`config.mk`:
```
export PLATFORM = sky130hd
export DESIGN_NAME = geig_packet_tx_flat
export DESIGN_NICKNAME = d
export VERILOG_FILES = /design/src/rtl/geig_packet_tx_if.sv /design/src/rtl/geig_packet_tx.sv /design/src/flat_wrapper.sv
export SDC_FILE = /design/constraint.sdc
export NUM_CORES = 1
export LEC_CHECK = 0
export ABC_AREA = 1
export BUFFER_PORTS_ARGS = -buffer_cell sky130_fd_sc_hd__buf_2
export CORE_AREA = 2 2 147 149
export DETAILED_ROUTE_END_ITERATION = 7
export DIE_AREA = 0 0 149 151
export PLACE_DENSITY = 0.78
export SYNTH_ARGS = -nofsm -noshare
export SYNTH_HDL_FRONTEND = slang
export SYNTH_SLANG_ARGS = --single-unit
```
`constraint.sdc`:
```
create_clock -name CLK_10HZ -period 2.52 [get_ports CLK_10HZ]
set_input_delay 0.252 -clock CLK_10HZ [delete_from_list [all_inputs] [get_ports CLK_10HZ]]
set_output_delay 0.252 -clock CLK_10HZ [all_outputs]
set_load 0.01 [all_outputs]
```
`src/rtl/geig_packet_tx_if.sv`:
```
// geig_packet_tx_if -- bundle of the geiger-packet input strobe, the byte
// downlink handshake and the status outputs of geig_packet_tx.
//
// Signals:
//   G_DATA_STACK  [47:0] packet {counts[47:32], timestamp[31:8], ID[7:0]}
//   G_STACK_VALID        one-cycle strobe qualifying G_DATA_STACK
//   TX_READY             downlink can take a byte this edge
//   TX_BYTE       [7:0]  byte currently offered to the downlink
//   TX_VALID             TX_BYTE is valid
//   TX_LAST              TX_BYTE is the final byte of the packet
//   FIFO_COUNT    [2:0]  packets waiting in the queue (0..4)
//   OVERFLOW             sticky: a packet was dropped
//
// Handshake: a byte transfers on a rising edge where TX_VALID=1 and
// TX_READY=1. While TX_VALID=1 and TX_READY=0 the sender holds TX_BYTE,
// TX_VALID and TX_LAST unchanged. TX_READY is ignored while TX_VALID=0.
//
// Modports: master = packet source / downlink side, slave = geig_packet_tx.
interface geig_packet_tx_if;
  logic [47:0] G_DATA_STACK;
  logic        G_STACK_VALID;
  logic        TX_READY;
  logic [7:0]  TX_BYTE;
  logic        TX_VALID;
  logic        TX_LAST;
  logic [2:0]  FIFO_COUNT;
  logic        OVERFLOW;

  modport master (
    output G_DATA_STACK, G_STACK_VALID, TX_READY,
    input  TX_BYTE, TX_VALID, TX_LAST, FIFO_COUNT, OVERFLOW
  );

  modport slave (
    input  G_DATA_STACK, G_STACK_VALID, TX_READY,
    output TX_BYTE, TX_VALID, TX_LAST, FIFO_COUNT, OVERFLOW
  );
endinterface

```
`src/rtl/geig_packet_tx.sv`:
```
// geig_packet_tx -- queues 48-bit geiger packets in a 4-deep FIFO and
// serialises each one, MSB byte first, onto a valid/ready byte downlink.
//
// Ports:
//   CLK_10HZ     system clock, rising edge
//   RESET        asynchronous, active-low reset
//   bus          geig_packet_tx_if.slave (packet input, byte downlink, status)
//   o_dbg_state  1 while the serialiser is in SEND, 0 in IDLE
//
// Build option: define GEIG_CHECKSUM_EN to append a 7th byte holding the
// XOR of the six data bytes; TX_LAST then marks that byte instead of [7:0].
module geig_packet_tx (
  input  logic              CLK_10HZ,
  input  logic              RESET,
  geig_packet_tx_if.slave   bus,
  output logic              o_dbg_state
);

`ifdef GEIG_CHECKSUM_EN
  localparam logic [2:0] LAST_IDX = 3'd6;
`else
  localparam logic [2:0] LAST_IDX = 3'd5;
`endif

  typedef enum logic {IDLE = 1'b0, SEND = 1'b1} state_t;

  logic [47:0] r_fifo [4];
  logic [1:0]  r_wr_ptr;
  logic [1:0]  r_rd_ptr;
  logic [2:0]  r_count;
  logic        r_overflow;

  state_t      r_state;
  logic [47:0] r_hold;
  logic [2:0]  r_idx;
  logic [7:0]  r_tx_byte;
  logic        r_tx_valid;
  logic        r_tx_last;

  logic        w_pop;
  logic        w_push;
  logic        w_drop;

  // Byte k of a packet, MSB first; index 6 is the optional checksum.
  function automatic logic [7:0] byte_at(input logic [47:0] pkt, input logic [2:0] idx);
    logic [7:0] v;
    case (idx)
      3'd0:    v = pkt[47:40];
      3'd1:    v = pkt[39:32];
      3'd2:    v = pkt[31:24];
      3'd3:    v = pkt[23:16];
      3'd4:    v = pkt[15:8];
      3'd5:    v = pkt[7:0];
`ifdef GEIG_CHECKSUM_EN
      default: v = pkt[47:40] ^ pkt[39:32] ^ pkt[31:24] ^ pkt[23:16] ^ pkt[15:8] ^ pkt[7:0];
`else
      default: v = 8'h00;
`endif
    endcase
    return v;
  endfunction

  // The head is popped only from IDLE; a push to a full FIFO still fits when
  // that pop frees a slot on the same edge.
  assign w_pop  = (r_state == IDLE) && (r_count != 3'd0);
  assign w_push = bus.G_STACK_VALID && ((r_count != 3'd4) || w_pop);
  assign w_drop = bus.G_STACK_VALID && !w_push;

  always_ff @(posedge CLK_10HZ or negedge RESET) begin
    if (!RESET) begin
      for (int i = 0; i < 4; i++) r_fifo[i] <= '0;
      r_wr_ptr   <= '0;
      r_rd_ptr   <= '0;
      r_count    <= '0;
      r_overflow <= 1'b0;
    end else begin
      if (w_push) begin
        r_fifo[r_wr_ptr] <= bus.G_DATA_STACK;
        r_wr_ptr         <= r_wr_ptr + 2'd1;
      end
      if (w_pop) r_rd_ptr <= r_rd_ptr + 2'd1;
      case ({w_push, w_pop})
        2'b10:   r_count <= r_count + 3'd1;
        2'b01:   r_count <= r_count - 3'd1;
        default: r_count <= r_count;
      endcase
      if (w_drop) r_overflow <= 1'b1;
    end
  end

  always_ff @(posedge CLK_10HZ or negedge RESET) begin
    if (!RESET) begin
      r_state    <= IDLE;
      r_hold     <= '0;
      r_idx      <= '0;
      r_tx_byte  <= 8'h00;
      r_tx_valid <= 1'b0;
      r_tx_last  <= 1'b0;
    end else begin
      case (r_state)
        IDLE: begin
          if (w_pop) begin
            r_hold     <= r_fifo[r_rd_ptr];
            r_idx      <= 3'd0;
            r_tx_byte  <= byte_at(r_fifo[r_rd_ptr], 3'd0);
            r_tx_valid <= 1'b1;
            r_tx_last  <= 1'b0;
            r_state    <= SEND;
          end
        end
        SEND: begin
          if (bus.TX_READY) begin
            if (r_idx == LAST_IDX) begin
              // Dropping to IDLE guarantees one invalid cycle between packets.
              r_tx_valid <= 1'b0;
              r_tx_last  <= 1'b0;
              r_state    <= IDLE;
            end else begin
              r_idx      <= r_idx + 3'd1;
              r_tx_byte  <= byte_at(r_hold, r_idx + 3'd1);
              r_tx_last  <= ((r_idx + 3'd1) == LAST_IDX);
            end
          end
        end
        default: r_state <= IDLE;
      endcase
    end
  end

  assign bus.TX_BYTE    = r_tx_byte;
  assign bus.TX_VALID   = r_tx_valid;
  assign bus.TX_LAST    = r_tx_last;
  assign bus.FIFO_COUNT = r_count;
  assign bus.OVERFLOW   = r_overflow;
  assign o_dbg_state    = (r_state == SEND);

endmodule

```
`src/flat_wrapper.sv`:
```
// flat-port wrapper written by rule: the top's interface ports become plain ports
module geig_packet_tx_flat 
  (CLK_10HZ, RESET, o_dbg_state, bus_G_DATA_STACK, bus_G_STACK_VALID, bus_TX_READY, bus_TX_BYTE, bus_TX_VALID, bus_TX_LAST, bus_FIFO_COUNT, bus_OVERFLOW);
  geig_packet_tx_if bus_i ();
  input  logic CLK_10HZ;
  input  logic RESET;
  output logic o_dbg_state;
  input wire logic [$bits(bus_i.G_DATA_STACK)-1:0] bus_G_DATA_STACK;
  input wire logic [$bits(bus_i.G_STACK_VALID)-1:0] bus_G_STACK_VALID;
  input wire logic [$bits(bus_i.TX_READY)-1:0] bus_TX_READY;
  output wire logic [$bits(bus_i.TX_BYTE)-1:0] bus_TX_BYTE;
  output wire logic [$bits(bus_i.TX_VALID)-1:0] bus_TX_VALID;
  output wire logic [$bits(bus_i.TX_LAST)-1:0] bus_TX_LAST;
  output wire logic [$bits(bus_i.FIFO_COUNT)-1:0] bus_FIFO_COUNT;
  output wire logic [$bits(bus_i.OVERFLOW)-1:0] bus_OVERFLOW;
  assign bus_i.G_DATA_STACK = bus_G_DATA_STACK;
  assign bus_i.G_STACK_VALID = bus_G_STACK_VALID;
  assign bus_i.TX_READY = bus_TX_READY;
  assign bus_TX_BYTE = bus_i.TX_BYTE;
  assign bus_TX_VALID = bus_i.TX_VALID;
  assign bus_TX_LAST = bus_i.TX_LAST;
  assign bus_FIFO_COUNT = bus_i.FIFO_COUNT;
  assign bus_OVERFLOW = bus_i.OVERFLOW;
  geig_packet_tx u_core (.CLK_10HZ(CLK_10HZ), .RESET(RESET), .bus(bus_i), .o_dbg_state(o_dbg_state));
endmodule
```
==> key figures <==
Synth
  – Distinct cell type count of the synthesized netlist: 30
  – Syn nets: between 1.5k and 2k
  – Top FF cell, synth: dfrtp_1
  – Cell area after synthesis: approximately 12,000 um2
  – Post-synthesis xor/xnor area fraction: 0.283%
  – Cell taking the most area after synthesis: dfrtp_1
  – Mapped Cells: approximately 1.5k
  – Count of warnings emitted by yosys: 0
  – Top cells by area in the synthesized netlist: dfrtp_1, nand2_1, o21ai_0
  – Yosys top cell area share: about 53%
  – Post-synthesis share of cell area spent on and, or, nand and nor gates: a little under a quarter
  – Mux contribution to synthesized area: 0%
  – Adder and majority gate portion of the synthesized area: under 10%
  – Number of synthesized flops with an enable pin: 0
  – Synthesized-area fraction occupied by ao, oa, aoi and oai cells: between 10% and 20%
  – Share of synthesized flip-flops with an asynchronous set or reset: 100%
  – Synthesized area divided by synthesized cell count: 8.03 um2
  – Post-synthesis sequential area ratio: a little over half
  – Main combinational cell family by area after synthesis: simple AND/OR/NAND/NOR gates
  – Number of register bits inferred by synthesis: around 260

STA
  – Worst-case clock skew: 0.0146 ns
  – Final worst path period share: approximately 90%
  – Tightest slew margin relative to the limit: about a quarter
  – Pin slew with the least headroom to its limit: 1.14 ns
  – Maximum clock frequency: between 400 and 500 MHz
  – Total count of hold-check failures in the final report: 0
  – Final setup vio count: 0
  – Worst Setup Slack, final: 0.312 ns
  – Unrepaired setup endpoints after global routing: no
  – Final slew viol count: 0
  – Sum of negative setup slack: 0 ns
  – Final period demand of the worst path: 2.21 ns

CTS
  – Root Driver: clkbuf_16
  – Clock transition at the register clock pins on the worst setup and hold paths after CTS: about 0.060 ns
  – Skew-Pair Late Insertion Delay: roughly 0.54 ns
  – TritonCTS clock tree: done
  – Level count of the clock H-tree: 1
  – Maximum clock path buffer count: 3
  – Post-CTS Setup Repair Bufs: 0
  – TritonCTS Buffers: 28
  – TritonCTS sink count: 262
  – Resized Gates After CTS: 0

Route
  – Via Count: ~11k
  – Drt pass-1 iters: 6
  – Routed Wire Length: ~32,000 um
  – Number of antenna-violating nets in the routed design: 0
  – Starting DRT DRC Count: around 1.1k
  – WL per Instance: around 17 um
  – DRC Markers: 0
  – Per-cell via count in the routed design: between 5 and 6

GRT
  – Vias in the first global route: 10.4k
  – Largest net degree at the start of global routing: ~140
  – GR peak layer: met2
  – Number of antenna violations at the first check in global routing: 0
  – First-pass GRT wire length: about 53,000 um
  – Tot GR Track Use: between 20% and 30%
  – Global-route track usage on met2: between 40% and 50%
  – Remaining global-route overflow: 0
  – Fraction of met1 tracks used by global routing: roughly 41%
  – M3 GR Usage: ~4.8%

Power and ir drop
  – Leakage: 7.03 nW
  – Worst voltage drop across the vdd grid: around 0.86 mV
  – Total power divided by cell area: roughly 1300 nW/um2

Placed design
  – Post-detailed-placement cell area: about 13,000 um2
  – Final GP Congestion: 0.901
  – Sum of net half-perimeters after detailed placement: ~18,000 um
  – Pre-CTS WS: between 0.3 and 0.4 ns
  – Port Buffers: 66

Die
  – Die X: roughly 150 um
  – Area enclosed by the die boundary: between 20,000 and 25,000 um2
  – I/O pins: 67
  – Effective utilization at floorplan: approximately three fifths
  – Number of placement rows: between 50 and 60
  – Core area: approximately 21,000 um2
  – DIE HEIGHT: 151 um

Final layout
  – Most common cell after layout, fill and taps aside: nand2_1
  – Commonest non-fill, non-tap cells in the layout: nand2_1, o21ai_0, dfrtp_1
  – Number of antenna diodes: 0
  – Area growth from synthesis to layout: 13.3%
  – Fill cell instance count of the final layout: roughly 1.7k
  – Final cell area excluding filler cells: 14,000 um2
  – Share of layout cells above drive strength 1: 9.19%
  – Number of nets in the layout: between 1.5k and 2k

Setup path
  – Library cell contributing the largest single delay on the critical path: ha_1
  – Worst setup slack for register-to-register paths: 0.31 ns
  – Path length in cells of the critical path: 9
  – Worst r2r src: u_core.r_idx[0]
  – Crit path cell chain: ha_1 > ha_1 > clkinv_1 > nand3_1 > nand2_1 > nor2_1 > nand2_1 > nand3_1 > nand2_1
  – Cell class contributing the biggest share of worst-path delay: adder cells
  – Arrival time of the worst setup path: between 2 and 3 ns
  – Crit Path Category: flop to flop
  – Launching element of the worst setup path: u_core.r_idx[0]
  – Startpoint class of the critical path: flop
  – Required @ worst endpoint: 2.95 ns
  – Worst setup EP type: flop
  – Cell occurring most often along the worst timing path: nand2_1
  – Reg-to-Reg End: u_core.bus.TX_BYTE[6]
  – Buffers & Inverters on Critical Path: 1
  – Depth of the worst register-to-register path: 9
  – Maximum fanout count along the critical path: 15
  – Max incr delay on CP: ~0.56 ns
  – Capture point of the worst path: u_core.bus.TX_BYTE[6]

Flow run
  – Max-cap violations: 0

Min path
  – Type of the tightest min-delay check: input pin to flop

Status
  – Run status: complete, no violations
[metrics by stage]
step / utilization, % / cells / hold slack [ns] / total power, mW
floorplan: - / 1542 / -0.0436 / 11.9
global placement: 60.8 / 1798 / 0.187 / 13.6
detailed placement: 60.8 / 1798 / 0.187 / 13.9
CTS: 67.4 / 1897 / 0.00587 / 17.9
global route: 67.4 / 1897 / 0.0309 / 19.3
finish: 67.4 / 1897 / 0.0176 / 17.9
[state kept, by name (all words and copies together) (netlist names)]
| register | flops |
|---|---|
| u_core.bus.FIFO_COUNT | 3 |
| u_core.bus.OVERFLOW | 1 |
| u_core.bus.TX_BYTE | 8 |
| u_core.bus.TX_LAST | 1 |
| u_core.bus.TX_VALID | 1 |
| u_core.o_dbg_state | 1 |
| u_core.r_fifo | 192 |
| u_core.r_hold | 48 |
| u_core.r_idx | 3 |
| u_core.r_rd_ptr | 2 |
| u_core.r_wr_ptr | 2 |
[cells in the mapped netlist, types with 3 or more instances]
cell      instances
a21oi_1          45
buf_1             4
buf_2            34
buf_4             7
buf_6            24
clkbuf_1         40
dfrtp_1         262
ha_1             11
inv_1            54
inv_2             5
nand2_1         592
nand3_1          59
nor2_1           59
nor2_4            4
o21ai_0         272
o21ai_1          53
xor2_1            3
[logic make-up (layout without fill, tap and decap cells)]
group,Yosys count,after routing
AO/OA/AOI/OAI,374,374
XOR/XNOR,4,4
adder cells (fa/ha/maj),12,12
buffers and inverters,170,250
flip-flops,262,262
AND/OR/NAND/NOR,720,720
[per-layer routing]
metal | routed length (um) | part of all wire [%]
met5 | 0 | 0
met4 | 558 | 1.8
met3 | 2610 | 8.2
met2 | 15000 | 48
met1 | 13400 | 42
[where the power goes]
group,internal (mW),switching [mW],leakage [nW]
registers,6.08,0.947,3.29
clock network,2.27,1.62,0.427
logic,2.21,4.79,3.31
total,10.6,7.36,7.03
[area by class of cell]
cell class / count / area [um2] / share of cell area (%)
sequential: 262 / 6560 / 46.8
multi-input combinational: 1110 / 4940 / 35.2
timing repair buffer: 140 / 1080 / 7.72
clock buffer: 44 / 842 / 6.00
tap: 275 / 344 / 2.45
inverter: 61 / 231 / 1.65
clock inverter: 5 / 27.5 / 0.196
[what timing repair did]
item,in CTS,in global routing
hold buffers,50,0
endpoints found under the hold margin,229,0
endpoints found under the setup margin,0,0
[worst min-delay path, stage by stage]
cell	delay, ns
buf_2	0.14
inv_1	0.06
o21bai_1	0.06
[worst min path at each step]
| stage | start | end | slack, ns | depth (start not counted) |
|---|---|---|---|---|
| 3_3_place_gp | RESET | u_core.r_fifo[168] | 0.19 | 1 |
| 5_1_grt | bus_G_STACK_VALID | u_core.bus.OVERFLOW | 0.03 | 3 |
| 6_report | bus_G_STACK_VALID | u_core.bus.OVERFLOW | 0.02 | 3 |
| 2_1_floorplan | RESET | u_core.bus.FIFO_COUNT[0] | -0.04 | 0 |
| 3_5_place_dp | RESET | u_core.r_fifo[72] | 0.19 | 1 |
| 4_1_cts | bus_G_STACK_VALID | u_core.bus.OVERFLOW | 0.006 | 3 |
No activity file was read; power rests on OpenSTA's default activity.
